--- src/rtl/fifo_pkg.sv ---
// Lane-count helpers shared by the multi-lane FIFO and its sim-only input checks.
package fifo_pkg;

    localparam int MAX_LANES = 32;

    // Length of the unbroken run of ones starting at lane 0; lanes past a gap are ignored.
    function automatic int lane_count(input logic [MAX_LANES-1:0] vec, input int n);
        int   cnt;
        logic run;
        cnt = 0;
        run = 1'b1;
        for (int i = 0; i < MAX_LANES; i++) begin
            if (i < n) begin
                if (run && vec[i]) cnt++;
                else               run = 1'b0;
            end
        end
        return cnt;
    endfunction

    function automatic logic is_thermometer(input logic [MAX_LANES-1:0] vec, input int n);
        logic seen_zero;
        logic ok;
        seen_zero = 1'b0;
        ok        = 1'b1;
        for (int i = 0; i < MAX_LANES; i++) begin
            if (i < n) begin
                if (!vec[i])        seen_zero = 1'b1;
                else if (seen_zero) ok        = 1'b0;
            end
        end
        return ok;
    endfunction

endpackage

--- src/rtl/fifo_lane_count.sv ---
// Masked popcount of a thermometer lane vector: number of leading lanes both requested and granted.
// Purely combinational.
module fifo_lane_count #(
    parameter int LANES = 2,
    parameter int CW    = 4
) (
    input  logic [LANES-1:0] req_i,
    input  logic [LANES-1:0] grant_i,
    output logic [CW-1:0]    cnt_o
);
    import fifo_pkg::*;

    assign cnt_o = CW'(lane_count(MAX_LANES'(req_i & grant_i), LANES));

endmodule

--- src/rtl/multi_port_fifo.sv ---
// Circular FIFO with NUM_WR push lanes and NUM_RD show-ahead pop lanes per cycle, zero pop latency.
// Optional FIFO_FLUSH_EN adds a flush_i input that empties the queue at the next edge.
module multi_port_fifo #(
    parameter int DATA_WIDTH = 32,
    parameter int ADDR_WIDTH = 3,
    parameter int RAM_DEPTH  = 1 << ADDR_WIDTH,
    parameter int NUM_WR     = 2,
    parameter int NUM_RD     = 2
) (
    input  logic                                clock_i,
    input  logic                                reset_i,
`ifdef FIFO_FLUSH_EN
    input  logic                                flush_i,
`endif
    input  logic [NUM_WR-1:0]                   wr_en_i,
    input  logic [NUM_WR-1:0][DATA_WIDTH-1:0]   wr_data_i,
    output logic [NUM_WR-1:0]                   wr_ready_o,
    input  logic [NUM_RD-1:0]                   rd_en_i,
    output logic [NUM_RD-1:0][DATA_WIDTH-1:0]   rd_data_o,
    output logic [NUM_RD-1:0]                   rd_valid_o,
    output logic [ADDR_WIDTH:0]                 count_o,
    output logic [ADDR_WIDTH:0]                 free_slots_o,
    output logic                                full_o,
    output logic                                empty_o
);
    import fifo_pkg::*;

    localparam int CW = ADDR_WIDTH + 1;
    localparam logic [CW-1:0] DEPTH_C = CW'(RAM_DEPTH);

    logic [ADDR_WIDTH-1:0] wptr_q, wptr_d;
    logic [ADDR_WIDTH-1:0] rptr_q, rptr_d;
    logic [CW-1:0]         count_q, count_d;
    logic [DATA_WIDTH-1:0] mem_q [RAM_DEPTH];

    logic [CW-1:0]         free_w;
    logic [CW-1:0]         nw_w, nr_w;
    logic                  flush_w;
    logic [ADDR_WIDTH-1:0] wr_addr_w [NUM_WR];
    logic [ADDR_WIDTH-1:0] rd_addr_w [NUM_RD];
    logic [NUM_WR-1:0]     wr_fire_w;

`ifdef FIFO_FLUSH_EN
    assign flush_w = flush_i;
`else
    assign flush_w = 1'b0;
`endif

    // Ready/valid come from registered count only, so a same-cycle pop never frees a push slot.
    assign free_w = DEPTH_C - count_q;

    always_comb begin
        wr_ready_o = '0;
        wr_fire_w  = '0;
        for (int i = 0; i < NUM_WR; i++) begin
            wr_ready_o[i] = free_w > CW'(i);
            wr_addr_w[i]  = wptr_q + ADDR_WIDTH'(i);
            wr_fire_w[i]  = (CW'(i) < nw_w) && !flush_w;
        end
    end

    always_comb begin
        rd_valid_o = '0;
        rd_data_o  = '0;
        for (int i = 0; i < NUM_RD; i++) begin
            rd_addr_w[i]  = rptr_q + ADDR_WIDTH'(i);
            rd_valid_o[i] = count_q > CW'(i);
            if (rd_valid_o[i]) rd_data_o[i] = mem_q[rd_addr_w[i]];
        end
    end

    fifo_lane_count #(.LANES(NUM_WR), .CW(CW)) u_push_cnt (
        .req_i   (wr_en_i),
        .grant_i (wr_ready_o),
        .cnt_o   (nw_w)
    );

    fifo_lane_count #(.LANES(NUM_RD), .CW(CW)) u_pop_cnt (
        .req_i   (rd_en_i),
        .grant_i (rd_valid_o),
        .cnt_o   (nr_w)
    );

    always_comb begin
        wptr_d  = wptr_q + nw_w[ADDR_WIDTH-1:0];
        rptr_d  = rptr_q + nr_w[ADDR_WIDTH-1:0];
        count_d = count_q + nw_w - nr_w;
        if (flush_w) begin
            wptr_d  = '0;
            rptr_d  = '0;
            count_d = '0;
        end
    end

    always_ff @(posedge clock_i) begin
        if (reset_i) begin
            wptr_q  <= '0;
            rptr_q  <= '0;
            count_q <= '0;
        end else begin
            wptr_q  <= wptr_d;
            rptr_q  <= rptr_d;
            count_q <= count_d;
        end
    end

    always_ff @(posedge clock_i) begin
        for (int i = 0; i < NUM_WR; i++) begin
            if (wr_fire_w[i]) mem_q[wr_addr_w[i]] <= wr_data_i[i];
        end
    end

    assign count_o      = count_q;
    assign free_slots_o = free_w;
    assign full_o       = (count_q == DEPTH_C);
    assign empty_o      = (count_q == '0);

`ifndef SYNTHESIS
    always_ff @(posedge clock_i) begin
        if (!reset_i) begin
            assert (is_thermometer(MAX_LANES'(wr_en_i), NUM_WR))
                else $warning("wr_en not thermometer coded: %b", wr_en_i);
            assert (is_thermometer(MAX_LANES'(rd_en_i), NUM_RD))
                else $warning("rd_en not thermometer coded: %b", rd_en_i);
            assert ((rd_en_i & ~rd_valid_o) == '0)
                else $warning("rd_en %b requests lanes beyond rd_valid %b", rd_en_i, rd_valid_o);
        end
    end
`endif

endmodule
--- config.mk ---
export PLATFORM = sky130hd
export DESIGN_NAME = multi_port_fifo
export DESIGN_NICKNAME = d
export VERILOG_FILES = /design/src/rtl/fifo_pkg.sv /design/src/rtl/fifo_lane_count.sv /design/src/rtl/multi_port_fifo.sv
export SDC_FILE = /design/constraint.sdc
export NUM_CORES = 1
export LEC_CHECK = 0
export BUFFER_PORTS_ARGS = -buffer_cell sky130_fd_sc_hd__buf_4
export CORE_MARGIN = 8
export CORE_UTILIZATION = 50
export CTS_BUF_LIST = sky130_fd_sc_hd__clkbuf_16
export CTS_CLUSTER_DIAMETER = 200
export DETAILED_ROUTE_END_ITERATION = 10
export PLACE_DENSITY = 0.69
export SLEW_MARGIN = 10
export SYNTH_ARGS = -nofsm -noshare
export SYNTH_HDL_FRONTEND = slang
export SYNTH_SLANG_ARGS = --single-unit
--- constraint.sdc ---
create_clock -name clock_i -period 7.9 [get_ports clock_i]
set_clock_uncertainty 0.1 [all_clocks]
set_input_delay 0.395 -clock clock_i [delete_from_list [all_inputs] [get_ports clock_i]]
set_output_delay 0.395 -clock clock_i [all_outputs]
set_load 0.02 [all_outputs]
Word-level counts from Yosys, hierarchy flattened
Memories as Yosys holds them, arrays and structs flattened. A register that Yosys moved wholly into a read port is not among the register bits.
Index checks and enable logic that the tools add are counted.
{ "word_totals": {"regBits": 10, "ram_bits": 256, "memories": 1} }
{ "classes": {"add_sub_neg": 9, "n_lt_le_gt_ge": 6, "n_eq_ne": 1, "muxes": 13, "n_bitwise": 2, "n_reduce_logical": 3} }
{ "memory_table": {"columns": ["name", "words", "width", "rd", "rd_ports_with_merged_regs", "write_ports", "line", "rtl"], "rows": [
  ["mem_q", 8, 32, 2, 1, 2, "multi_port_fifo.sv:34", "logic [DATA_WIDTH-1:0] mem_q [RAM_DEPTH];"]
]} }
{ "ops": {"columns": ["operator", "count"], "rows": [
  ["two-way mux 32 bit", 2],
  ["greater-than comparator 4 x 1 -> 1 bit (second input constant)", 4],
  ["adder 4 x 2 -> 4 bit (second input constant)", 2],
  ["< comparator 1 x 4 -> 1 bit (first input constant)", 2],
  ["two-way mux 1 bit", 8],
  ["two-way mux 4 bit", 2],
  ["adder 3 x 1 -> 3 bit (second input constant)", 2],
  ["adder 3 bit", 2],
  ["adder 4 bit", 1],
  ["AND 2 bit", 2],
  ["== test 4 bit (second input constant)", 1],
  ["zero test 4 bit", 1],
  ["subtractor 4 bit", 1],
  ["subtractor 4 bit (first input constant)", 1],
  ["two-way mux 3 bit", 1],
  ["logical AND 1 bit", 2]
]} }

Longest topological paths before layout
{ "depth": {"depth_word": 9, "ltp_mapped": 15, "mapped_depth_nobuf": 14} }

Hierarchy
A second synthesis with hierarchy kept.
{ "unflattened": {"cells_unflattened": 895, "area_unflattened_um2": 15536.2} }
{ "by_module_without_submodules": {"columns": ["mod", "instances", "cells_each", "area_per_inst_um2", "seq_area_each_um2"], "rows": [
  ["multi_port_fifo", 1, 881, 15466.1, 7887.6],
  ["fifo_lane_count", 2, 7, 35.0, 0.0]
]} }

Worst setup path before layout
Ideal clock, no wire load.
{ "synth_timing": {"path_type": "register to register", "from": "register count_q[0], in the netlist count_o[0]", "to": "memory mem_q[0][0] (enable)", "setup_time_ns": 0.432, "arrival_time_ns": 3.239, "required_time_ns": 7.368, "path_slack_ns": 4.129, "path_stages_with_launch": 9, "n_path_buf": 1, "cell_sequence": "dfxtp_1 inv_1 ha_1 nor2b_4 o21ai_1 a21o_1 buf_4 nand4_1 a21oi_1"} }
{ "synth_rtl": {"columns": ["item", "line", "rtl"], "rows": [
  ["from (decl)", "multi_port_fifo.sv:33", "logic [CW-1:0] count_q, count_d;"],
  ["from (signal assigned)", "multi_port_fifo.sv:103", "count_q <= count_d;"],
  ["to (decl)", "multi_port_fifo.sv:34", null]
]} }

==> metrics.txt <==
status=completed; area of the die=between 30000 and 40000 sq um; cell mode on critical path=sky130_fd_sc_hd__buf_4; Critical-path top delay cell=sky130_fd_sc_hd__buf_4; type of the worst min-delay path=primary input to register; top library cells by usage in the layout, fill and taps aside=256 x sky130_fd_sc_hd__edfxtp_1, 239 x sky130_fd_sc_hd__mux2_2, 168 x sky130_fd_sc_hd__buf_4, 128 x sky130_fd_sc_hd__mux4_2, 75 x sky130_fd_sc_hd__nand2_1; Rel. slew slack=0.232; TritonCTS clock tree=yes; maximum buffer depth of the clock tree=3; sum of routed wire length over all layers=about 43000 um; sequential fraction of the synthesis area=0.498; Remaining Overflow, GRT=0; P_sw=roughly 2600 uW; Leak Pwr=around 0.0061 uW; Mean Syn Cell Area=about 16 sq um; Crit path buffers/inverters=3; critical path arrival=about 3.8 ns; ratio of cells with drive above 1 in the final layout=0.524; category of the worst setup path launch point=register; cell types occupying the most area after synthesis=sky130_fd_sc_hd__edfxtp_1 49%, sky130_fd_sc_hd__mux4_2 18%, sky130_fd_sc_hd__mux2_2 17%; total of warnings raised by yosys=0; length in cells of the worst reg-to-reg path=7; clock network fraction of design power=0.192; most common cell after layout, fill and taps aside=sky130_fd_sc_hd__edfxtp_1; count of antenna diodes in the layout=0; DRC errors left=0; synthesized netlist net count=1093; setup repair after global routing missed its margin=no; layout overhead on the synthesized area=15.0%; Max VDD drop=~0.00028 V; cell taking the most area after synthesis=sky130_fd_sc_hd__edfxtp_1; fraction of synthesized cell area taken by the top area cell type=0.485; power density over the cells=375 nW/um^2; peak per-stage delay on the critical path=approximately 0.83 ns; instance count after placement with tap cells included=1500; number of standard cells in the layout, taps in and fillers out=between 1500 and 2000; number of DRC markers after the initial detailed-route iteration=about 670; launch point of the worst hold path=wr_data_i[21]; number of global-route vias before repair=about 11000; clock transition at the registers of the reported paths=0.06 ns; number of max-capacitance violations reported=0; number of standard-cell rows in the floorplan=65; number of optimization iterations in the first detailed-route pass=5; Slew Limit Fails=0; floorplan die height=~190 um; FF+latch count, synth=around 270; post_cts resized=0; count of input and output buffers=147; worst path required time=between 7 and 8 ns; Sequential Power Share=0.297; number of top-level pins=about 150; endpoint of the worst-slack reg-to-reg timing path=mem_q[3][3]; worst path cell trace=buf_4 > buf_4 > mux4_2 > mux2i_1 > nor2_1 > buf_4; filler cell count in the final layout=about 2600; register-to-register setup slack=4.30 ns; initial antenna violation count=2; Critical R2R Launch=count_o[0]; worst hold endpoint=mem_q[7][21]; hold bufs inserted after CTS=1; area after detailed placement=about 17000 sq um; part of the cycle the worst path needs=0.548; Hold Path Cell Cnt=2; first-pass GRT wire length=about 65000 um; number of hold-slack violations in the final timing report=0; flip-flop and latch area=7900 sq um; area of combinational cells with multiple inputs=between 7000 and 8000 sq um; Worst path top cell family by delay=buffers and inverters; CTS H-tree depth=1; Setup Buffers After CTS=0; count of nets after finishing=approximately 1200; # clock sinks=approximately 270; highest fanout seen on the critical path=60; Setup Viol. Count Final=0; cts bufs inserted=30; share of total power consumed by net switching=0.387; initial cell density of the core=0.504; number of distinct library cells after synthesis=43; total core area=31400 sq um; slew of the pin with the lowest slew margin=about 1.2 ns; insertion delay of the later-clocked pin in the worst-skew pair=~0.56 ns; vias per cell=6.34; largest net degree at the start of global routing=a little over 60; critical path start-end classification=register to output port; Post-Synthesis Cells=approximately 1000; setup tns final=0 ns; Overall Global Routing Usage=0.223; final cell area excluding filler cells=around 18000 sq um; final weighted congestion in routability-driven placement=just under 0.8; fraction of power consumed by combinational cells=0.511; DP Wirelength=roughly 25000 um; Post-Syn Area=between 15000 and 20000 sq um; type of element capturing the critical path=output port; wire length per cell after detailed routing=between 20 and 30 um; number of nets with antenna violations after routing=0; Via Count=roughly 9800; clock tree root driver cell=sky130_fd_sc_hd__clkbuf_16; internal power contribution=about 4200 uW; Max Fclk=231 MHz; final critical-path required period=4.33 ns; horizontal extent of the die=194 um
## state kept, by name (all words and copies together), names as in the netlist
name	flops
rptr_q	3
wptr_q	3
count_o	4
mem_q	256
## Yosys cell counts, drive strengths merged
library cell  number
or2                1
a21oi             42
ha                14
and2               3
mux2             256
o32a               1
nand2             75
and3               2
nand3              8
mux2i             32
o21a               1
mux4             128
edfxtp           256
and2b              2
and4               1
a31oi              1
inv               12
clkbuf            16
nor2              49
buf               59
nor4b              2
fa                 4
nor3               1
nor3b              1
dfxtp             10
nand3b             1
xor2               4
xnor2              6
nor2b              5
nand4              9
a21o               2
o21ai              1
## stage by stage
step | power, uW | hold slack [ns] | setup WS (ns) | util
after floorplan | 4340 | 0.496 | 4.13 | -
after global placement | 5550 | 0.578 | 4.12 | 0.551
after detailed placement | 5580 | 0.583 | 4.09 | 0.551
after CTS | 6910 | 0.0662 | 3.50 | 0.580
after global routing | 7180 | 0.0719 | 3.29 | 0.580
final | 6830 | 0.0896 | 3.57 | 0.580
## metal layers
layer / part of all wire / up-vias / track usage
met5: 0.00052 / - / 0
met4: 0.022 / 4 / 0.0563
met3: 0.064 / 68 / 0.0397
met2: 0.49 / 316 / 0.371
met1: 0.42 / 5172 / 0.300
li1: - / 4270 / -
## power groups by stage
stage               Clock (uW)  Sequential (uW)  Combinational [uW]
floorplan                    0             1960                2380
global placement             0             2040                3510
detailed placement           0             2060                3520
CTS                       1340             2030                3540
global route              1380             2060                3730
finish                    1310             2030                3490
## cell type report
type | count | area share
clock inverter | 19 | 0.00721
sequential | 266 | 0.433
inverter | 12 | 0.00247
multi-input combinational | 652 | 0.417
timing repair buffer | 169 | 0.0698
tap | 402 | 0.0276
clock buffer | 31 | 0.0426
## logic make-up (layout without fill, tap and decap cells)
group                    after synthesis  count (layout)  synth area share
AND/OR/NAND/NOR                      160             160            0.0487
multiplexers                         416             416             0.384
adder cells (fa/ha/maj)               18              18            0.0161
flip-flops                           266             266             0.498
buffers and inverters                 87             231            0.0306
XOR/XNOR                              10              10           0.00601
AO/OA/AOI/OAI                         48              48            0.0163
## how the worst max path moves through the flow
stage                from            end  slack, ns  cells past startpoint
2_1_floorplan  count_o[0]    mem_q[0][0]       4.13                      8
3_3_place_gp    rptr_q[0]   rd_data_o[3]       4.12                      6
3_5_place_dp    rptr_q[0]  rd_data_o[10]       4.09                      6
4_1_cts         rptr_q[0]  rd_data_o[10]       3.50                      6
5_1_grt         rptr_q[0]   rd_data_o[8]       3.29                      6
6_report        rptr_q[0]  rd_data_o[10]       3.57                      6
(Power assumes the default switching activity.)
